[src/rtl/modmul_ctrl.sv]
// rtl/modmul_ctrl.sv - (A*B) mod N sequencer driving a shared one-op-per-cycle add/sub ALU
// Interleaved MSB-first shift-add with a conditional subtract after each doubling and each add.
module modmul_ctrl #(
    parameter int W  = 32,
    parameter int IW = 5
) (
    input  logic          clk,
    input  logic          rst,
    input  logic          start,
    input  logic [W-1:0]  a_in,
    input  logic [W-1:0]  b_in,
    input  logic [W-1:0]  n_in,
    output logic          busy,
    output logic          done,
    output logic          err,
    output logic [W-1:0]  result,
    output logic [W-1:0]  alu_a,
    output logic [W-1:0]  alu_b,
    output logic [W-1:0]  alu_ext,
    output logic          alu_func,
    output logic          opb_selector,
    input  logic [W-1:0]  alu_result,
    input  logic          alu_c
);

    typedef enum logic [2:0] {
        S_IDLE,
        S_DBL,
        S_RED1,
        S_ADDB,
        S_RED2,
        S_DONE
    } state_t;

    state_t        state, state_nxt;
    logic [W-1:0]  r_q, a_q, b_q, n_q;
    logic [IW-1:0] idx_q;
    logic          done_q, err_q;
    logic [W-1:0]  result_q;
    logic          r_load;
    logic          bad_ops;

    // R < N stays true only if N fits below the top bit and A is already reduced.
    assign bad_ops = (n_in == '0) || n_in[W-1] || (a_in >= n_in);

    always_comb begin
        state_nxt = state;
        alu_a     = '0;
        alu_b     = '0;
        alu_func  = 1'b0;
        r_load    = 1'b0;
        case (state)
            S_IDLE: begin
                if (start) state_nxt = bad_ops ? S_DONE : S_DBL;
            end
            S_DBL: begin
                alu_a     = r_q;
                alu_b     = r_q;
                r_load    = 1'b1;
                state_nxt = S_RED1;
            end
            S_RED1: begin
                alu_a     = r_q;
                alu_b     = n_q;
                alu_func  = 1'b1;
                r_load    = alu_c;
                state_nxt = S_ADDB;
            end
            S_ADDB: begin
                alu_a     = r_q;
                alu_b     = a_q;
                r_load    = b_q[idx_q];
                state_nxt = S_RED2;
            end
            S_RED2: begin
                alu_a     = r_q;
                alu_b     = n_q;
                alu_func  = 1'b1;
                r_load    = alu_c;
                state_nxt = (idx_q == '0) ? S_DONE : S_DBL;
            end
            S_DONE: begin
                state_nxt = S_IDLE;
            end
            default: state_nxt = S_IDLE;
        endcase
    end

    always_ff @(posedge clk) begin
        if (rst) begin
            state    <= S_IDLE;
            r_q      <= '0;
            a_q      <= '0;
            b_q      <= '0;
            n_q      <= '0;
            idx_q    <= '0;
            done_q   <= 1'b0;
            err_q    <= 1'b0;
            result_q <= '0;
        end else begin
            state  <= state_nxt;
            done_q <= (state == S_DONE);
            if (r_load) r_q <= alu_result;
            case (state)
                S_IDLE: begin
                    if (start) begin
                        a_q   <= a_in;
                        b_q   <= b_in;
                        n_q   <= n_in;
                        r_q   <= '0;
                        idx_q <= IW'(W - 1);
                        err_q <= bad_ops;
                    end
                end
                S_RED2: begin
                    if (idx_q != '0) idx_q <= idx_q - IW'(1);
                end
                S_DONE: begin
                    result_q <= err_q ? '0 : r_q;
                end
                default: ;
            endcase
        end
    end

    assign busy         = (state == S_DBL) || (state == S_RED1) ||
                          (state == S_ADDB) || (state == S_RED2);
    assign done         = done_q;
    assign err          = err_q;
    assign result       = result_q;
    assign alu_ext      = '0;
    assign opb_selector = 1'b0;

endmodule

[config.mk]
export PLATFORM = sky130hd
export DESIGN_NAME = modmul_ctrl
export DESIGN_NICKNAME = d
export VERILOG_FILES = /design/src/rtl/modmul_ctrl.sv
export SDC_FILE = /design/constraint.sdc
export NUM_CORES = 1
export LEC_CHECK = 0
export ABC_CLOCK_PERIOD_IN_PS = 2200
export BUFFER_PORTS_ARGS = -buffer_cell sky130_fd_sc_hd__buf_2
export CAP_MARGIN = 5
export CORE_ASPECT_RATIO = 1.1
export CORE_UTILIZATION = 47
export CTS_CLUSTER_SIZE = 16
export DETAILED_ROUTE_END_ITERATION = 16
export PLACE_DENSITY = 0.74
export SLEW_MARGIN = 20
export SYNTH_ARGS = -nofsm -noshare
export SYNTH_HDL_FRONTEND = slang
export SYNTH_SLANG_ARGS = --single-unit
export TNS_END_PERCENT = 1
[constraint.sdc]
create_clock -name clk -period 2.2 [get_ports clk]
set_input_delay 0.66 -clock clk [delete_from_list [all_inputs] [get_ports clk]]
set_output_delay 0.66 -clock clk [all_outputs]
set_load 0.01 [all_outputs]
Word-level counts from Yosys, hierarchy flattened --
Cells that the tools add are included.
Storage, ports and cells: register bits 170, bits of input ports 132, output and inout bits 133, word-level logic and storage cells 50
Cells by class: $add $sub $neg 1, order comparisons 2, equal/unequal tests 7, multiplexer cells 17, reductions and logical operators 14
Operators by type and width (count):
- $mux 32 | 5
- $pmux 32 s3 | 1
- $ge 32x32->1 | 1
- $logic_not 32->1 | 1
- $pmux 3 s5 | 1
- $mux 5 | 2
- $pmux 5 s2 | 1
- $mux 3 | 3
- $eq 3x2->1 const B | 2
- $eq 3x3->1 const B | 2
- $lt 5x6->1 const B | 1
- $bmux 1 s5 | 1
- $logic_not 5->1 | 1
- $logic_or 1x1->1 | 5
- $reduce_bool 5->1 | 1
- $sub 5x1->5 const B | 1
- $ne 2x2->1 const B | 2
- $reduce_or 4->1 | 1
- $eq 3x1->1 const B | 1
- $logic_not 3->1 | 1
- $pmux 1 s3 | 1
- $reduce_and 3->1 | 1
- $mux 1 | 2
- $reduce_and 2->1 | 1
- other kinds (2) | 2

Depth between registers and ports, before layout --
Gate-level depths: netlist of run 1.
depth in word-level cells 6, mapped depth 8, gate-level depth less buffers 8

Worst setup path after synthesis of run 1 --
OpenSTA, ideal clock, no wires.
path type flip-flop to output port, from register state[1], to output port alu_b[0], arrival 1728 ps, required time 1540 ps, path slack -188 ps, stages on the path, launching flop included 6, path buffers 2, cells stage by stage dfxtp_1 -> clkbuf_1 -> buf_1 -> mux2_2 -> a22oi_1 -> o21ai_0
On the way: word-level cells in the longest chain between the ends 3, elaborated cells between the ends (all ways) 6, those cells by class eq/ne (4); mux (1); reduce/logical (1)
Ends and longest elaborated chain:
- start: declaration | RTL line 35 | state_t state, state_nxt;
- start signal: assignment | RTL line 101 | state <= state_nxt;
- $eq 3x2->1 or $eq 3x3->1 (tied branches) | RTL line 52 | case (state)
- $reduce_or 2->1 (no source line)
- $pmux 32 s3 (*) | RTL line 52
- end: declaration | RTL line 18 | output logic [W-1:0] alu_b,
Mark *: on every way between the ends. The rest lies on a longest branch, timed or not.

Worst setup path after layout of run 1 --
from register state[1], to output port alu_b[2]
Same word-level chain as after synthesis.

==> results of run 1 <==
cell type report:
cell class | count | area, um2
Fill cell | 1498 | 6540
Tap cell | 238 | 298
Sequential cell | 170 | 3410
Clock buffer | 17 | 425
Inverter | 36 | 135
Clock inverter | 15 | 213
Antenna cell | 4 | 10.0
Multi-Input combinational cell | 733 | 4740
Timing Repair Buffer | 304 | 1910
registers in the layout (all words and copies together), names as in the netlist:
name and flops:
a_q 32, b_q 32, n_q 32, r_q 32, result 32, idx_q 5, state 3, done 1
err 1
how the worst min path moves through the flow:
stage | startpoint | to | slack (ns) | depth (start not counted)
5_1_grt | b_in[18] | b_q[18]$_SDFFE_PP0P_ | 0.46 | 3
4_1_cts | b_in[18] | b_q[18]$_SDFFE_PP0P_ | 0.45 | 3
3_3_place_gp | b_q[15]$_SDFFE_PP0P_ | b_q[15]$_SDFFE_PP0P_ | 0.44 | 2
2_1_floorplan | b_q[13]$_SDFFE_PP0P_ | b_q[13]$_SDFFE_PP0P_ | 0.43 | 2
6_report | b_q[22]$_SDFFE_PP0P_ | b_q[22]$_SDFFE_PP0P_ | 0.45 | 2
3_5_place_dp | b_q[18]$_SDFFE_PP0P_ | b_q[18]$_SDFFE_PP0P_ | 0.44 | 2
synthesized netlist by cell type, types with 3 or more instances:
cell type  number  share of area, %
a22o_1         32               3.3
nand4_1         7              0.52
inv_1          36               1.6
nor2_1         45               2.0
mux4_1          4               1.2
buf_1           7              0.31
buf_12          3              0.71
nand3_1         5              0.30
a221oi_1        3              0.31
mux4_2          3              0.80
mux2_2         34               4.5
nand2_1       235                10
a21o_1          7              0.62
nor4_1          9              0.66
a21oi_1       108               6.4
mux2i_1        34               4.0
o21ai_0        36               2.1
a22oi_1        31               2.7
clkbuf_1       59               2.6
and4_1          3              0.31
buf_4          33               2.9
ha_1           33               4.9
dfxtp_1       170                40
o21a_1          4              0.35
xnor2_1         3              0.31
nor2b_1         4              0.30
and2_1         32               2.4
critical path: stages (launching register included):
cell and delay (ns):
dfxtp_4 0.40, buf_6 0.16, nor3b_4 0.22, buf_6 0.18, clkbuf_16 0.15, nand2_1 0.05
o21ai_1 0.09, buf_2 0.15
layer usage:
layer	global-route usage, %	share of wire, %
met1	31.9	42
met2	43.7	48
met3	5.70	6.3
met4	11.4	3.1
met5	0	0.041
stage by stage:
| step | cell area [um2] | setup TNS, ns | total power, mW |
|---|---|---|---|
| 2_1_floorplan | 8600 | -0.0659 | 4.72 |
| 3_3_place_gp | 10100 | -0.775 | 5.35 |
| 3_5_place_dp | 10100 | -1.59 | 5.39 |
| 4_1_cts | 10900 | -11.16 | 8.67 |
| 5_1_grt | 11100 | -18.98 | 9.11 |
| 6_report | 11100 | -13.05 | 8.72 |
cell families (layout without fill, tap and decap cells):
| group | count (synthesis) | in the layout |
|---|---|---|
| other | 1 | 37 |
| adder cells (fa/ha/maj) | 33 | 33 |
| buffers and inverters | 141 | 372 |
| flip-flops | 170 | 170 |
| AO/OA/AOI/OAI | 237 | 237 |
| XOR/XNOR | 5 | 5 |
| multiplexers | 75 | 75 |
| AND/OR/NAND/NOR | 350 | 350 |
repair_timing:
| action | CTS | global route |
|---|---|---|
| hold buffers | 0 | 0 |
| gates resized for setup | 44 | 57 |
| setup buffers | 2 | 0 |
| setup endpoints to repair | 97 | 104 |
| pin swaps | 7 | 7 |
| gates cloned | 1 | 3 |
power by group:
part	internal (mW)	switching (mW)
clock network	1.93	1.31
logic	0.874	1.10
registers	3.31	0.199
==> reports/results.tsv, run 1 <==
stage	metric	value	unit
run_status	run status	finished, violations left	
run_status	failing checks	negative setup slack	
route	initial DRC count	580	
yosys	asr flop ratio synth	0	%
die	Initial Util	47.9	%
sta	Fmax	0.403	GHz
clock_tree	root buf cell	clkbuf_16	
route	Routed WL per cell	16.3	um
yosys	sequential area share after synthesis	40.2	%
die	IO Count	265	
placed_design	gp weighted congestion	0.862	
sta	Worst Skew	0.00618	ns
critical_path	r2r worst-path depth	8	
critical_path	WP data required	1.54	ns
pwr	leakage	5.21	nW
sta	final worst slack	-0.279	ns
global_routing	antenna violations before repair	5	
clock_tree	CTS tree	yes	
global_routing	first-pass GRT wire length	37.3	mm
yosys	Synth Area in Compound Gates	17.7	%
sta	Finish-stage setup viols	66	
hold_path	Worst Hold Class	register to register	
clock_tree	TritonCTS Buffers	17	
flow_run	max cap viols	0	
die	die area	18600	um2
critical_path	crit path max fanout	7	
placed_design	HPWL Detailed	17.5	mm
clock_tree	H-tree depth	4	
yosys	syn_area_per_cell	8.37	um2
route	via count	7978	
yosys	Synth Area in Simple Gates	17.7	%
route	via-per-instance ratio	5.26	
critical_path	Crit Path Class	register to primary output	
global_routing	largest net degree at the start of global routing	73	
route	Remaining DRCs	0	
yosys	mux share of post-synthesis cell area	10.6	%
global_routing	GRT Overall Usage	26.1	%
yosys	number of synthesized flops with an enable pin	0	
global_routing	vias in the first global route	7372	
die	Die W	130	um
clock_tree	worst-skew pair later-pin latency	0.43	ns
pwr	VDD IR max	0.568	mV
yosys	synthesized instance count	1012	
layout	commonest non-fill, non-tap cell in the layout	buf_2	
placed_design	Placed Cells	1476	
layout	nets	1427	
clock_tree	Num Clock Sinks	170	
critical_path	Worst EP arrival	1.82	ns
pwr	power per cell area	783	nW/um2
yosys	main combinational cell family by area after synthesis	compound AO/OA/AOI/OAI gates	
yosys	Yosys warning count	0	
critical_path	Crit Reg-Reg Endpoint	r_q[11]$_SDFF_PP0_	
critical_path	CP startpoint	state[1]$_SDFFE_PP0P_	
route	post-route antenna net violation count	0	
layout	Cell Count, Final, Fillers Out	1517	
global_routing	grt total ovfl	0	
sta	max-slew violation count	0	
sta	Final min period	2.48	ns
layout	synthesis-to-layout area growth	31.6	%
yosys	adder-cell share of the synthesized area	4.88	%
layout	share of cells above drive strength 1	34.4	%
critical_path	Critical Path End	alu_b[2]	
placed_design	post-place setup slack	-0.364	ns
die	DIE HEIGHT	143	um
clock_tree	register clock-pin slew on the reported worst setup and hold paths	0.07	ns
critical_path	crit path capture type	primary output	
clock_tree	CTS max path bufs	2	
route	final WL	24.7	mm
yosys	Synth Flop Type	dfxtp_1	
sta	final number of hold-violating endpoints	0	
layout	final core occ	63.0	%
placed_design	port buffer count	231	
yosys	Yosys reg bits	170	
sta	worst hold margin	0.451	ns
layout	most frequent cells in the layout	226 x buf_2, 213 x nand2_1, 166 x dfxtp_1	
sta	Slew HR	31.7	%
critical_path	reg2reg start	idx_q[1]$_SDFFE_PP0P_	
yosys	Syn Std Cell Area	8470	um2
route	DRT Pass-1 Iters	5	
sta	period utilization	113	%
die	core area	17700	um2
sta	Worst Max-Slew Pin Slew	1.02	ns
yosys	Post-Synth XOR/XNOR Area	0.517	%
yosys	Distinct cells, synth	52	
die	Rows	51	
critical_path	FF-to-FF setup slack	0	ns
critical_path	Startpoint Class	register	
sta	RSZ-0062 raised after global routing	yes	
No activity file was read; power rests on OpenSTA's default activity.
==> run 2, diff against run 1 <==
Settings changed: CORE_UTILIZATION 47 to 30, CTS_CLUSTER_DIAMETER set to 120, PLACE_DENSITY 0.74 to 0.51, SETUP_SLACK_MARGIN set to 0.4.
==> reports/results.tsv, run 2 (synthesized netlist as in run 1, its figures left out) <==
stage	metric	value	unit	change
route	Routed WL per cell	16.5	um	was 16.3 um
clock_tree	TritonCTS Buffers	17		unchanged
layout	synthesis-to-layout area growth	36.9	%	was 31.6%
pwr	Internal	5.83	mW	was 6.11 mW
die	DIE HEIGHT	178	um	was 143 um
clock_tree	register clock-pin slew on the reported worst setup and hold paths	0.08	ns	was 0.07 ns
flow_run	max cap viols	0		unchanged
sta	final worst slack	-0.265	ns	was -0.279 ns
pwr	clock network power share	36.3	%	was 37.2%
layout	post-route cell area	11600	um2	was 11100 um2
clock_tree	worst-skew pair later-pin latency	0.44	ns	was 0.43 ns
sta	Worst Skew	0.0163	ns	was 0.00618 ns
global_routing	largest net degree at the start of global routing	99		was 73
global_routing	GRT Overall Usage	18.4	%	was 26.1%
run_status	failing checks	negative setup slack		unchanged
pwr	switching power	2.96	mW	was 2.61 mW
sta	final number of hold-violating endpoints	0		unchanged
sta	Fmax	0.406	GHz	was 0.403 GHz
placed_design	HPWL Detailed	19.3	mm	was 17.5 mm
pwr	switching part of the total power	33.7	%	was 29.9%
critical_path	crit path max fanout	8		was 7
route	initial DRC count	379		was 580
pwr	Sequential Power Share	39.7	%	was 40.2%
run_status	run status	finished, violations left		unchanged
sta	Finish-stage setup viols	65		was 66
clock_tree	CTS max path bufs	2		unchanged
clock_tree	Num Clock Sinks	170		unchanged
route	post-route antenna net violation count	0		unchanged
sta	Final min period	2.46	ns	was 2.48 ns
die	Rows	64		was 51
die	core area	27800	um2	was 17700 um2
pwr	power per cell area	759	nW/um2	was 783 nW/um2
critical_path	Crit Path Class	register to primary output		unchanged
die	Die W	162	um	was 130 um
layout	nets	1434		was 1427
global_routing	first-pass GRT wire length	40.8	mm	was 37.3 mm
placed_design	port buffer count	231		unchanged
route	final WL	27.2	mm	was 24.7 mm
route	via-per-instance ratio	4.73		was 5.26
die	Initial Util	30.5	%	was 47.9%
die	die area	28900	um2	was 18600 um2
layout	share of cells above drive strength 1	37.8	%	was 34.4%
critical_path	WP data required	1.54	ns	about the same
critical_path	Startpoint Class	register		unchanged
global_routing	antenna violations before repair	3		was 5
global_routing	grt total ovfl	0		unchanged
pwr	Logic pwr share	24.0	%	was 22.6%
critical_path	crit path capture type	primary output		unchanged
placed_design	placed inst area	10400	um2	was 10100 um2
clock_tree	Post-CTS Hold Buffers	0		unchanged
sta	worst hold margin	0.451	ns	about the same
route	Remaining DRCs	0		unchanged
pwr	VDD IR max	0.407	mV	was 0.568 mV
sta	Worst Max-Slew Pin Slew	1.03	ns	was 1.02 ns
layout	most frequent cells in the layout	227 x buf_2, 199 x nand2_1, 165 x dfxtp_1		was 226 x buf_2, 213 x nand2_1, 166 x dfxtp_1
pwr	leakage	5.27	nW	was 5.21 nW
clock_tree	root buf cell	clkbuf_16		unchanged
die	IO Count	265		unchanged
clock_tree	CTS tree	yes		unchanged
sta	RSZ-0062 raised after global routing	yes		unchanged
hold_path	Worst Hold Class	input port to register		was register to register
critical_path	Worst EP arrival	1.80	ns	was 1.82 ns
sta	Slew HR	31.0	%	was 31.7%
clock_tree	H-tree depth	4		unchanged
route	via count	7793		was 7978
layout	commonest non-fill, non-tap cell in the layout	buf_2		unchanged
sta	period utilization	112	%	was 113%
sta	max-slew violation count	0		unchanged
placed_design	gp weighted congestion	0.790		was 0.862
global_routing	vias in the first global route	7283		was 7372
route	DRT Pass-1 Iters	4		was 5
[run 2: changes by cell type in the layout (fill, tap and decap cells not counted), moves of 6 or more]
cell	before	now
nand2_2	22	33
clkinv_8	0	6
mux2_4	2	8
mux2_2	32	26
nand2_1	213	199
a21oi_2	0	11
a21oi_1	107	96
[run 2: layer usage]
metal | GRT usage (%) | part of all wire (%) | vias up
met2 | 31.7 | 48 | 188
met3 | 3.26 | 4.9 | 33
li1 | - | - | 3938
met1 | 23.2 | 45 | 3630
met5 | 0 | 0.066 | -
met4 | 6.17 | 1.9 | 4
[run 2: area by class of cell]
class / count / area (um2)
fillers: 2875 / 16200
multi-input cells: 733 / 4940
flip-flops and latches: 170 / 3420
repair buffers: 311 / 2000
well taps: 363 / 454
clock buffers: 17 / 425
clock inverters: 15 / 209
inverters: 36 / 138
diodes: 1 / 2.50
[run 2: what timing repair did]
item,4_1_cts,5_1_grt
gates resized for setup,68,72
pin swaps,56,51
setup endpoints to repair,233,233
cloned,2,1
buffers inserted,7,0
[run 2: final timing paths]
check,cells after the start,to,slack (ns),startpoint
setup / recovery,7,alu_b[17],-0.26,state[1]$_SDFFE_PP0P_
hold / removal,3,b_q[1]$_SDFFE_PP0P_,0.45,b_in[1]
setup reg to reg,7,r_q[12]$_SDFF_PP0_,0.07,idx_q[1]$_SDFFE_PP0P_
hold reg to reg,2,a_q[13]$_SDFFE_PP0P_,0.45,a_q[13]$_SDFFE_PP0P_
[run 2: metrics by stage]
| stage | total power, mW | utilization [%] | instances | setup TNS (ns) | setup WS, ns |
|---|---|---|---|---|---|
| 2_1_floorplan | 4.76 | - | 1044 | 0 | 0.164 |
| 3_3_place_gp | 5.46 | 37.3 | 1603 | -0.486 | -0.193 |
| 3_5_place_dp | 5.47 | 37.3 | 1603 | -0.648 | -0.272 |
| 4_1_cts | 8.81 | 40.8 | 1644 | -15.41 | -0.264 |
| 5_1_grt | 9.24 | 41.7 | 1645 | -18.40 | -0.309 |
| 6_report | 8.79 | 41.7 | 1646 | -11.82 | -0.265 |
[run 2: critical path: stages (launching register included)]
cell	delay, ns
dfxtp_4	0.38
buf_12	0.15
nor3b_4	0.21
buf_6	0.17
clkbuf_16	0.16
nand2_1	0.05
o21ai_1	0.09
buf_2	0.16
[run 2: power groups by stage]
stage | Combinational (mW) | Clock (mW) | Sequential, mW
6_report | 2.11 | 3.19 | 3.50
5_1_grt | 2.31 | 3.40 | 3.53
4_1_cts | 2.04 | 3.27 | 3.49
3_5_place_dp | 1.91 | 0 | 3.56
3_3_place_gp | 1.91 | 0 | 3.55
2_1_floorplan | 1.27 | 0 | 3.49
==> run 3, diff against run 2 <==
Settings changed: CELL_PAD_IN_SITES_DETAIL_PLACEMENT set to 1, CELL_PAD_IN_SITES_GLOBAL_PLACEMENT set to 1, PLACE_DENSITY 0.51 to 0.66.
==> reports/results.tsv, run 3 (synthesized netlist as in run 1, its figures left out) <==
stage	metric	value	unit	change
critical_path	crit path max fanout	13		was 8
sta	Fmax	0.404	GHz	was 0.406 GHz
sta	Slew HR	32.7	%	was 31.0%
hold_path	Worst Hold Class	input port to register		unchanged
critical_path	FF-to-FF setup slack	0.04	ns	was 0.07 ns
hold_path	HP Start	alu_result[19]		was b_in[1]
pwr	leakage	5.21	nW	was 5.27 nW
pwr	overall power	8.60	mW	was 8.79 mW
sta	Worst Max-Slew Pin Slew	1.01	ns	was 1.03 ns
route	Remaining DRCs	0		unchanged
die	Rows	64		unchanged
pwr	power per cell area	757	nW/um2	was 759 nW/um2
clock_tree	root buf cell	clkbuf_16		unchanged
run_status	failing checks	negative setup slack		unchanged
sta	final worst slack	-0.273	ns	was -0.265 ns
clock_tree	Num Clock Sinks	170		unchanged
route	Routed WL per cell	17.5	um	was 16.5 um
placed_design	post-place setup slack	-0.285	ns	was -0.272 ns
route	initial DRC count	279		was 379
critical_path	Crit Path Class	register to primary output		unchanged
critical_path	max incr delay on CP	0.39	ns	was 0.38 ns
placed_design	HPWL Detailed	21.4	mm	was 19.3 mm
global_routing	first-pass GRT wire length	44.2	mm	was 40.8 mm
global_routing	grt total ovfl	0		unchanged
critical_path	reg2reg start	idx_q[1]$_SDFFE_PP0P_		unchanged
layout	commonest non-fill, non-tap cell in the layout	buf_2		unchanged
layout	most frequent cells in the layout	224 x buf_2, 223 x nand2_1, 164 x dfxtp_1		was 227 x buf_2, 199 x nand2_1, 165 x dfxtp_1
sta	final number of hold-violating endpoints	0		unchanged
sta	Worst Skew	0.0182	ns	was 0.0163 ns
sta	Finish-stage setup viols	65		unchanged
clock_tree	H-tree depth	4		unchanged
global_routing	antenna violations before repair	5		was 3
global_routing	largest net degree at the start of global routing	56		was 99
critical_path	CP top delay family	buffers and inverters		unchanged
global_routing	GRT Overall Usage	19.8	%	was 18.4%
sta	RSZ-0062 raised after global routing	yes		unchanged
critical_path	Worst Path Buf+Inv	4		unchanged
route	via-per-instance ratio	4.84		was 4.73
route	post-route antenna net violation count	0		unchanged
sta	worst hold margin	0.449	ns	was 0.451 ns
clock_tree	Post-CTS Hold Buffers	0		unchanged
clock_tree	worst-skew pair later-pin latency	0.44	ns	about the same
layout	Sequential cell area	3420	um2	about the same
layout	area of the multi-input gates	4760	um2	was 4940 um2
hold_path	Hold Crit Depth	3		unchanged
layout	final core occ	40.9	%	was 41.7%
critical_path	Worst EP arrival	1.81	ns	was 1.80 ns
route	DRT Pass-1 Iters	4		unchanged
route	via count	7973		was 7793
critical_path	Crit Reg-Reg Endpoint	idx_q[3]$_SDFFE_PP0P_		was r_q[12]$_SDFF_PP0_
die	Die W	162	um	unchanged
clock_tree	register clock-pin slew on the reported worst setup and hold paths	0.08	ns	about the same
critical_path	Startpoint Class	register		unchanged
sta	final setup TNS	-14.02	ns	was -11.82 ns
critical_path	slowest cell on the critical path	dfxtp_4		unchanged
route	final WL	28.9	mm	was 27.2 mm
layout	synthesis-to-layout area growth	34.1	%	was 36.9%
sta	Final min period	2.47	ns	was 2.46 ns
clock_tree	TritonCTS Buffers	17		unchanged
global_routing	vias in the first global route	8116		was 7283
critical_path	CP startpoint	state[1]$_SDFFE_PP0P_		unchanged
hold_path	WHS Endpoint	r_q[19]$_SDFF_PP0_		was b_q[1]$_SDFFE_PP0P_
flow_run	max cap viols	0		unchanged
die	IO Count	265		unchanged
sta	max-slew violation count	0		unchanged
critical_path	crit path capture type	primary output		unchanged
layout	nets	1433		was 1434
die	DIE HEIGHT	178	um	unchanged
critical_path	crit path cell chain	buf_12 > nor3b_4 > buf_4 > clkbuf_16 > nand2_1 > o21ai_0 > buf_2		was buf_12 > nor3b_4 > buf_6 > clkbuf_16 > nand2_1 > o21ai_1 > buf_2
die	Initial Util	30.5	%	unchanged
layout	fillers	3340		was 2875
run_status	run status	finished, violations left		unchanged
clock_tree	CTS max path bufs	2		unchanged
die	core area	27800	um2	unchanged
pwr	VDD IR max	0.439	mV	was 0.407 mV
layout	share of cells above drive strength 1	34.3	%	was 37.8%
die	die area	28900	um2	unchanged
clock_tree	CTS tree	yes		unchanged
placed_design	gp weighted congestion	0.789		was 0.790
critical_path	WP data required	1.54	ns	about the same
critical_path	r2r worst-path depth	10		was 7
placed_design	port buffer count	231		unchanged
sta	period utilization	112	%	about the same
run 3: tightest hold or removal path, delay by kind of cell:
family | cells | cell delay (ns)
AND/OR/NAND/NOR | 1 | 0.07
buffers and inverters | 1 | 0.08
multiplexers | 1 | 0.05
run 3: metal layers:
| metal | track usage (%) | vias to the layer above | part of all wire, % | wire length [um] |
|---|---|---|---|---|
| met5 | 0 | - | 0.076 | 22 |
| met4 | 6.96 | 4 | 1.7 | 492 |
| met3 | 3.26 | 31 | 4.4 | 1280 |
| met2 | 35.7 | 198 | 51 | 14700 |
| met1 | 23.5 | 3812 | 43 | 12400 |
| li1 | - | 3928 | - | - |
run 3: worst max-delay path by stage:
stage	endpoint	slack (ns)	cells after the start
after CTS	alu_b[1]	-0.30	6
after global placement	state[2]$_SDFFE_PP0P_	-0.20	9
after global routing	alu_b[15]	-0.34	7
final	alu_b[6]	-0.27	7
after floorplan	r_q[10]$_SDFF_PP0_	0.16	8
after detailed placement	state[2]$_SDFFE_PP0P_	-0.28	8
run 3: timing repair:
action / CTS / global route
endpoints found under the setup margin: 218 / 209
buffers inserted: 1 / 2
resized for setup: 42 / 42
gates cloned: 0 / 2
pin swaps: 46 / 40
run 3: final cells by class:
class	count	share of cell area, %
Tap cell	363	4.00
Inverter	36	1.21
Multi-Input combinational cell	733	41.9
Sequential cell	170	30.1
Clock buffer	18	3.87
Antenna cell	5	0.110
Clock inverter	14	1.28
Timing Repair Buffer	310	17.5
run 3: power breakdown:
group	internal, mW	switching [mW]	leakage, nW
Clock	1.55	1.47	0.282
Combinational	0.916	1.15	3.54
Sequential	3.31	0.205	1.39
Total	5.77	2.83	5.21
run 3: per-stage QoR:
step                      std cells  instance area [um2]
after floorplan                1044                 8700
after global placement         1607                10400
after detailed placement       1607                10400
after CTS                      1640                11100
after global routing           1647                11400
final                          1649                11400
